--- src/rtl/counter_sequencer_if.sv ---
`default_nettype none
// ============================================================================
// Module   : counter_sequencer_if
// Brief    : Command/status bundle between a controller and counter_sequencer.
// Revision : 1.0 - initial release
// ============================================================================
interface counter_sequencer_if #(
    parameter int WIDTH  = 3,
    parameter int STEP_W = 8
);
    logic              cmd_valid;
    logic              cmd_ready;
    logic [1:0]        cmd_op;
    logic [WIDTH-1:0]  cmd_arg;
    logic [STEP_W-1:0] cmd_steps;
    logic              pause;
    logic              abort;
    logic [WIDTH-1:0]  count;
    logic              busy;
    logic [STEP_W-1:0] steps_left;
    logic              done;
    logic              wrap;

    modport master (
        output cmd_valid, cmd_op, cmd_arg, cmd_steps, pause, abort,
        input  cmd_ready, count, busy, steps_left, done, wrap
    );

    modport slave (
        input  cmd_valid, cmd_op, cmd_arg, cmd_steps, pause, abort,
        output cmd_ready, count, busy, steps_left, done, wrap
    );
endinterface
`default_nettype wire

--- src/rtl/counter_sequencer.sv ---
`default_nettype none
// ============================================================================
// Module   : counter_sequencer
// Brief    : Command-driven up/down wrap-around counter with pause and abort.
// Revision : 1.0 - initial release
// ============================================================================
module counter_sequencer #(
    parameter int WIDTH  = 3,
    parameter int STEP_W = 8
) (
    input  logic                   clk,
    input  logic                   reset_n,
    counter_sequencer_if.slave     bus
);

    localparam logic [1:0] c_OP_LOAD = 2'b00;
    localparam logic [1:0] c_OP_UP   = 2'b01;
    localparam logic [1:0] c_OP_DOWN = 2'b10;

    typedef enum logic [0:0] {
        ST_IDLE = 1'b0,
        ST_RUN  = 1'b1
    } state_t;

    state_t            r_state,      w_state_nxt;
    logic [WIDTH-1:0]  r_count,      w_count_nxt;
    logic [STEP_W-1:0] r_steps_left, w_steps_left_nxt;
    logic              r_up,         w_up_nxt;
    logic              r_done,       w_done_nxt;
    logic              r_wrap,       w_wrap_nxt;

    logic [WIDTH-1:0]  w_count_step;
    logic              w_step_wraps;

    assign w_count_step = r_up ? (r_count + WIDTH'(1)) : (r_count - WIDTH'(1));
    assign w_step_wraps = r_up ? (r_count == {WIDTH{1'b1}}) : (r_count == '0);

    always_ff @(posedge clk or negedge reset_n) begin
        if (!reset_n) begin
            r_state      <= ST_IDLE;
            r_count      <= '0;
            r_steps_left <= '0;
            r_up         <= 1'b0;
            r_done       <= 1'b0;
            r_wrap       <= 1'b0;
        end else begin
            r_state      <= w_state_nxt;
            r_count      <= w_count_nxt;
            r_steps_left <= w_steps_left_nxt;
            r_up         <= w_up_nxt;
            r_done       <= w_done_nxt;
            r_wrap       <= w_wrap_nxt;
        end
    end

    always_comb begin
        w_state_nxt      = r_state;
        w_count_nxt      = r_count;
        w_steps_left_nxt = r_steps_left;
        w_up_nxt         = r_up;
        w_done_nxt       = 1'b0;
        w_wrap_nxt       = 1'b0;

        case (r_state)
            ST_IDLE: begin
                if (bus.cmd_valid) begin
                    case (bus.cmd_op)
                        c_OP_LOAD: begin
                            w_count_nxt = bus.cmd_arg;
                            w_done_nxt  = 1'b1;
                        end
                        c_OP_UP, c_OP_DOWN: begin
                            // A zero-length run completes immediately like a NOP.
                            if (bus.cmd_steps == '0) begin
                                w_done_nxt = 1'b1;
                            end else begin
                                w_up_nxt         = (bus.cmd_op == c_OP_UP);
                                w_steps_left_nxt = bus.cmd_steps;
                                w_state_nxt      = ST_RUN;
                            end
                        end
                        default: w_done_nxt = 1'b1;
                    endcase
                end
            end
            ST_RUN: begin
                if (bus.abort) begin
                    w_state_nxt      = ST_IDLE;
                    w_steps_left_nxt = '0;
                end else if (!bus.pause) begin
                    w_count_nxt      = w_count_step;
                    w_wrap_nxt       = w_step_wraps;
                    w_steps_left_nxt = r_steps_left - STEP_W'(1);
                    if (r_steps_left == STEP_W'(1)) begin
                        w_state_nxt = ST_IDLE;
                        w_done_nxt  = 1'b1;
                    end
                end
            end
            default: w_state_nxt = ST_IDLE;
        endcase
    end

    assign bus.count      = r_count;
    assign bus.steps_left = r_steps_left;
    assign bus.busy       = (r_state == ST_RUN);
    assign bus.cmd_ready  = (r_state == ST_IDLE);
    assign bus.done       = r_done;
    assign bus.wrap       = r_wrap;

endmodule
`default_nettype wire

--- src/flat_wrapper.sv ---
// flat-port wrapper written by rule: the top's interface ports become plain ports
module counter_sequencer_flat 
#(
    parameter int WIDTH  = 3,
    parameter int STEP_W = 8
)
  (clk, reset_n, bus_cmd_valid, bus_cmd_op, bus_cmd_arg, bus_cmd_steps, bus_pause, bus_abort, bus_cmd_ready, bus_count, bus_busy, bus_steps_left, bus_done, bus_wrap);
  counter_sequencer_if #(.WIDTH(WIDTH), .STEP_W(STEP_W)) bus_i ();
  input  logic clk;
  input  logic reset_n;
  input wire logic [$bits(bus_i.cmd_valid)-1:0] bus_cmd_valid;
  input wire logic [$bits(bus_i.cmd_op)-1:0] bus_cmd_op;
  input wire logic [$bits(bus_i.cmd_arg)-1:0] bus_cmd_arg;
  input wire logic [$bits(bus_i.cmd_steps)-1:0] bus_cmd_steps;
  input wire logic [$bits(bus_i.pause)-1:0] bus_pause;
  input wire logic [$bits(bus_i.abort)-1:0] bus_abort;
  output wire logic [$bits(bus_i.cmd_ready)-1:0] bus_cmd_ready;
  output wire logic [$bits(bus_i.count)-1:0] bus_count;
  output wire logic [$bits(bus_i.busy)-1:0] bus_busy;
  output wire logic [$bits(bus_i.steps_left)-1:0] bus_steps_left;
  output wire logic [$bits(bus_i.done)-1:0] bus_done;
  output wire logic [$bits(bus_i.wrap)-1:0] bus_wrap;
  assign bus_i.cmd_valid = bus_cmd_valid;
  assign bus_i.cmd_op = bus_cmd_op;
  assign bus_i.cmd_arg = bus_cmd_arg;
  assign bus_i.cmd_steps = bus_cmd_steps;
  assign bus_i.pause = bus_pause;
  assign bus_i.abort = bus_abort;
  assign bus_cmd_ready = bus_i.cmd_ready;
  assign bus_count = bus_i.count;
  assign bus_busy = bus_i.busy;
  assign bus_steps_left = bus_i.steps_left;
  assign bus_done = bus_i.done;
  assign bus_wrap = bus_i.wrap;
  counter_sequencer #(.WIDTH(WIDTH), .STEP_W(STEP_W)) u_core (.clk(clk), .reset_n(reset_n), .bus(bus_i));
endmodule
--- config.mk ---
export PLATFORM = sky130hd
export DESIGN_NAME = counter_sequencer_flat
export DESIGN_NICKNAME = d
export VERILOG_FILES = /design/src/rtl/counter_sequencer_if.sv /design/src/rtl/counter_sequencer.sv /design/src/flat_wrapper.sv
export SDC_FILE = /design/constraint.sdc
export NUM_CORES = 1
export LEC_CHECK = 0
export CAP_MARGIN = 10
export CORE_MARGIN = 2
export CORE_UTILIZATION = 42
export CTS_BUF_LIST = sky130_fd_sc_hd__clkbuf_2
export CTS_CLUSTER_DIAMETER = 60
export DETAILED_ROUTE_END_ITERATION = 7
export GPL_ROUTABILITY_DRIVEN = 0
export PLACE_DENSITY = 0.8
export SYNTH_ARGS = -nofsm -noshare
export SYNTH_HDL_FRONTEND = slang
export SYNTH_SLANG_ARGS = --single-unit
export TNS_END_PERCENT = 50
--- constraint.sdc ---
create_clock -name clk -period 1.5 [get_ports clk]
set_input_delay 0.375 -clock clk [delete_from_list [all_inputs] [get_ports clk]]
set_output_delay 0.375 -clock clk [all_outputs]
set_load 0.01 [all_outputs]
Word level (Yosys, flattened, before mapping)
Cells that the tools add are included.
Widths: inputs -> output; s select.
{"block": "op_classes", "reduce_logical": 7, "eq_ne": 11, "n_mux": 30, "bitwise_logic": 2, "add_sub_neg": 3}
{"op": "$mux 8", "count": 5}
{"op": "$mux 1", "count": 16}
{"op": "$pmux 8 s2", "count": 1}
{"op": "$mux 3", "count": 5}
{"op": "$reduce_and 4->1", "count": 3}
{"op": "$eq 8x1->1 const B", "count": 1}
{"op": "$logic_not 8->1", "count": 1}
{"op": "$ne 2x2->1 const B", "count": 4}
{"op": "$sub 8x1->8 const B", "count": 1}
{"op": "$pmux 3 s2", "count": 1}
{"op": "$ne 2x1->1 const B", "count": 2}
{"op": "$pmux 1 s2", "count": 2}
{"op": "$add 3x1->3 const B", "count": 1}
{"op": "$eq 3x3->1 const B", "count": 1}
{"op": "$logic_not 3->1", "count": 1}
{"op": "$ne 3x3->1 const B", "count": 1}
{"op": "$sub 3x1->3 const B", "count": 1}
{"op": "$eq 2x1->1 const B", "count": 1}
{"op": "$eq 2x2->1 const B", "count": 1}
{"op": "$logic_not 2->1", "count": 1}
{"op": "$not 1->1", "count": 2}
{"op": "$reduce_or 2->1", "count": 1}
{"block": "word_totals", "wordCells": 59, "reg_bits": 15, "inputBits": 18, "output_inout_bits": 15}

Depth between registers and ports, before layout
{"block": "depth", "word_depth": 5, "depth_mapped": 6, "ltp_nobuf": 6}

Worst setup path before layout
Ideal clock, no wire load.
{"block": "synth_timing", "kind": "input -> register", "startpoint": "input port bus_cmd_steps[2]", "endpoint": "register u_core.r_steps_left[0] (netlist: u_core.bus.steps_left[0])", "required_time_ns": 1.421, "path_stages": 5, "setup_slack_ns": -0.171, "setup_time_ns": 0.079, "arrival_time_ns": 1.592, "n_path_buf": 1, "path_cell_list": "or4_4 o211a_1 buf_6 nor2_8 mux2i_1"}
{"block": "synth_between", "elab_chain_cells": 3}
{"item": "from (decl)", "line_no": "flat_wrapper.sv:14", "source": "input wire logic [$bits(bus_i.cmd_steps)-1:0] bus_cmd_steps;"}
{"item": "$logic_not 8->1", "line_no": "counter_sequencer.sv:74", "source": "if (bus.cmd_steps == '0) begin"}
{"item": "$ne 2x2->1 (no source line)"}
{"item": "$reduce_and 4->1 (no source line)"}
{"item": "to (signal assigned)", "line_no": "counter_sequencer.sv:49", "source": "r_steps_left <= w_steps_left_nxt;"}
{"item": "to (decl)", "line_no": "counter_sequencer.sv:27", "source": "logic [STEP_W-1:0] r_steps_left, w_steps_left_nxt;"}
Every way passes these cells.
A chain may end at the register's enable or synchronous reset.

Worst setup path after layout
{"block": "layout_timing", "startpoint": "register u_core.r_count[1] (netlist: u_core.bus.count[1])", "endpoint": "register u_core.r_count[2] (netlist: u_core.bus.count[2])"}
{"block": "layout_between", "elab_chain_cells": 5, "elab_cells_between_ends": 6, "cone_classes": "add/sub: 2; mux: 4"}
{"item": "from (decl)", "line_no": "counter_sequencer.sv:26", "source": "logic [WIDTH-1:0] r_count, w_count_nxt;"}
{"item": "from (signal assigned)", "line_no": "counter_sequencer.sv:48", "source": "r_count <= w_count_nxt;"}
{"item": "$sub 3x1->3 or $add 3x1->3 (tied branches)", "line_no": "counter_sequencer.sv:35", "source": "assign w_count_step = r_up ? (r_count + WIDTH'(1)) : (r_count - WIDTH'(1));"}
{"item": "$mux 3 (*)", "line_no": "counter_sequencer.sv:35"}
{"item": "$mux 3 (*)", "line_no": "counter_sequencer.sv:90", "source": "end else if (!bus.pause) begin"}
{"item": "$mux 3 (*)", "line_no": "counter_sequencer.sv:87", "source": "if (bus.abort) begin"}
{"item": "$pmux 3 s2 (*)", "line_no": "counter_sequencer.sv:64", "source": "case (r_state)"}
Mark *: on every way between the ends. The rest lies on a longest branch, timed or not. The select of a mux whose other input is x is not followed.

==> results.md <==
- Status: finished, violations left
- Violated checks: negative setup slack
- Critical Path RT: 1.72 ns
- Share of cells above drive strength 1: 0.488
- Vias in the first global route: roughly 1100
- Slowest CP cell: dfrtp_1
- Sink Count: 15
- Register area share after synthesis: 0.389
- Fin Hold WS: 0.358 ns
- Starting Density: 0.441
- Number of vias per cell: 5.73
- Endpoints failing setup: 4
- Sw Share: 0.425
- Critical R2R Capture: u_core.bus.count[2]
- DIE HEIGHT: 52.0 um
- Largest family of logic cells by synthesized area: compound AO/OA/AOI/OAI gates
- Iter 0 DRT Violations: 29
- First-pass GRT wire length: roughly 5.2 mm
- Area taken by flip-flops and latches: 377 um2
- Initial antenna violation count: 0
- Setup CP Type: reg -> reg
- Setup WS post-layout: -0.125 ns
- Cells after Synth: 101
- Ys flop type: dfrtp_1
- Final core utilization: 0.768
- RSZ-0062 raised after global routing: true
- CTS tree: built
- Net Count, Synth: around 120
- Via count: 1111
- Clock power frac: 0.084
- DRT Wirelength: 3.52 mm
- Post-Synth XOR/XNOR Area: 0.00907
- Part of the cycle the worst path needs: 1.08
- Worst vdd ir: 1.14 mV
- Fmax: 0.615 GHz
- Logic pwr share: 0.647
- Io pins: 33
- Syn. warnings: 0
- CTS Buffer Depth: 2
- Netlist cell types: 35
- Worst-Margin Slew: 0.402 ns
- Critical path capture point type: flop
- Clock-pin slew on the worst setup and hold paths: 0.16 ns
- Antenna Nets Post-Route: 0
- Worst Skew: 0.00878 ns
- Worst R2R Start: u_core.bus.count[1]
- Sequential power share: 0.268
- Root buf cell: clkbuf_2
- Hpwl dp: approximately 2.2 mm
- CTS buffer count: 3
- First-pass iteration count of the detailed router: 4
- Pint: 1.46 mW
- R2r setup slk: -0.13 ns
- Hold Path Class: in -> async
- Mapped Area: 966 um2
- Syn-to-layout area delta: 74.1%
- I/O Buffers: 32
- Final Max Tran Viols: 0
- Adder-Cell Fraction of Synth Area: 0.0725
- Synth async-reset ratio: 1.00
- Post-synth EDFFs: 0
- Final min period: about 1.6 ns
- Clk_lat worst skew: 0.31 ns
- DRC viols: 0
- Setup TNS: -0.232 ns
- Cell Area, Placed: 1460 um2
- Net Sw Power: approximately 1.1 mW
- Mux share of post-synthesis cell area: 0.0518
- Wire per inst: 18.1 um
- Critical path startpoint: u_core.bus.count[1]
- #FFs+latches synth: 15
- Row cnt: 17
- Final Instance Area: around 1700 um2
- Core ar.: 2190 um2
- Footprint of the multi-input gates: 692 um2
- Total track usage: 0.270
- Die Wd: 52.0 um
- Synth Area in Compound Gates: 0.241
- Leakage Power: 0.786 nW
- WP data arrival: 1.85 ns
- Relative slew margins: 0.730
- Slowest stage delay, CP: 0.42 ns
- Hold Fails Final Rpt: 0
- Total Die Area: 2700 um2
- Fillers: 150
- H-Tree Depth: 1
- Layout Nets: 190
- Final global-route overflow total: 0
- Total Power: 2.55 mW
- Avg Cell Area, Syn: 9.56 um2
- Simple-gate share of the synthesized area: 0.179
- Startpoint types: flop
- Pwr per Cell Area: about 1500 nW/um2
- CP cell instances: buf_6 -> fa_2 -> xnor2_2 -> nand2b_4 -> o21ai_2 -> a221oi_2
- Largest net degree at the start of global routing: 16
- Worst Reg-to-Reg Cells: 6
- CP Max Fanout: 2
- Total of max-cap violations: 0
- ANT cells: 0
synth_stat cells, types with 2 or more instances:
master | number | area share
or4_1 | 3 | 0.023
inv_1 | 10 | 0.039
clkbuf_1 | 2 | 0.0078
a32oi_1 | 2 | 0.018
mux2i_1 | 5 | 0.052
nor2_1 | 5 | 0.019
nor2b_1 | 3 | 0.019
a22oi_1 | 2 | 0.016
o21ai_1 | 3 | 0.016
nand2b_1 | 3 | 0.019
dfrtp_1 | 15 | 0.39
a21oi_1 | 4 | 0.021
o21ai_0 | 4 | 0.021
o22ai_1 | 4 | 0.026
ha_1 | 4 | 0.052
nand2_1 | 4 | 0.016
nor3_1 | 6 | 0.031
o2bb2ai_1 | 5 | 0.045
layout by cell type (no fill, tap or decap), types with 3 or more instances in the layout:
cell | synthesis | routed
o21ai_2 | 1 | 5
o2bb2ai_2 | 0 | 3
nor3_1 | 6 | 3
mux2i_1 | 5 | 5
buf_6 | 1 | 7
o22ai_1 | 4 | 4
ha_1 | 4 | 3
nand2_1 | 4 | 4
clkdlybuf4s50_1 | 0 | 8
nor2_1 | 5 | 4
inv_1 | 10 | 8
buf_4 | 0 | 25
buf_2 | 0 | 6
clkbuf_2 | 0 | 9
dlygate4sd2_1 | 0 | 9
a21oi_1 | 4 | 3
dfrtp_1 | 15 | 14
nor3_2 | 0 | 3
or4_4 | 1 | 3
repair_timing:
| action | CTS | global route |
|---|---|---|
| gates cloned | 1 | 0 |
| resized for setup | 68 | 32 |
| pin swaps | 6 | 10 |
| hold buffers | 0 | 0 |
| endpoints found under the setup margin | 28 | 19 |
| buffers inserted | 7 | 5 |
worst max-delay path by stage:
stage	to	cells past startpoint
floorplan	u_core.bus.steps_left[4]	5
global placement	u_core.bus.steps_left[0]	5
detailed placement	u_core.bus.steps_left[0]	5
CTS	u_core.bus.count[2]	6
global route	u_core.bus.count[2]	6
finish	u_core.bus.count[2]	6
metal layers:
metal | vias to the layer above | global-route usage | part of all wire
li1 | 504 | - | -
met1 | 554 | 0.346 | 0.41
met2 | 42 | 0.460 | 0.51
met3 | 11 | 0.0431 | 0.050
met4 | 0 | 0.0921 | 0.026
met5 | - | 0 | 0
per-stage QoR:
| step | cells | setup slack, ns |
|---|---|---|
| global placement | 179 | -0.681 |
| floorplan | 101 | -0.162 |
| detailed placement | 179 | -0.751 |
| finish | 194 | -0.125 |
| global route | 194 | -0.212 |
| CTS | 191 | -0.147 |
worst max-delay path, delay by kind of cell (launching register included):
| kind | cells | cell delay (ns) |
|---|---|---|
| compound gates | 2 | 0.28 |
| flops | 1 | 0.42 |
| fa+ha+maj | 1 | 0.39 |
| simple gates | 1 | 0.15 |
| xor+xnor | 1 | 0.18 |
| buf+inv | 1 | 0.12 |
kinds of logic after synthesis:
family | after synthesis
AOI/OAI and AO/OA | 33
xor gates and xnor gates | 1
adders and majority gates | 5
buffers and inverters | 13
DFF | 15
muxes | 5
and+or+nand+nor | 29
power by group through the flow:
stage	Sequential (mW)	Combinational [mW]	Clock, mW
finish	0.683	1.65	0.214
global route	0.701	1.76	0.236
CTS	0.677	1.40	0.217
detailed placement	0.694	1.27	0
global placement	0.686	1.23	0
floorplan	0.780	0.522	0
final cells by class:
| cell class | instances | share of cell area |
|---|---|---|
| clock buffers | 4 | 0.0119 |
| inverters | 10 | 0.0223 |
| multi-input cells | 74 | 0.411 |
| flip-flops and latches | 15 | 0.224 |
| well taps | 28 | 0.0208 |
| repair buffers | 63 | 0.310 |
registers in the layout, summed over array words and instances (netlist names):
register and cells:
u_core.bus.steps_left 8, u_core.bus.count 3, u_core.bus.busy 1, u_core.bus.done 1, u_core.bus.wrap 1, u_core.r_up 1
(Power assumes the default switching activity.)
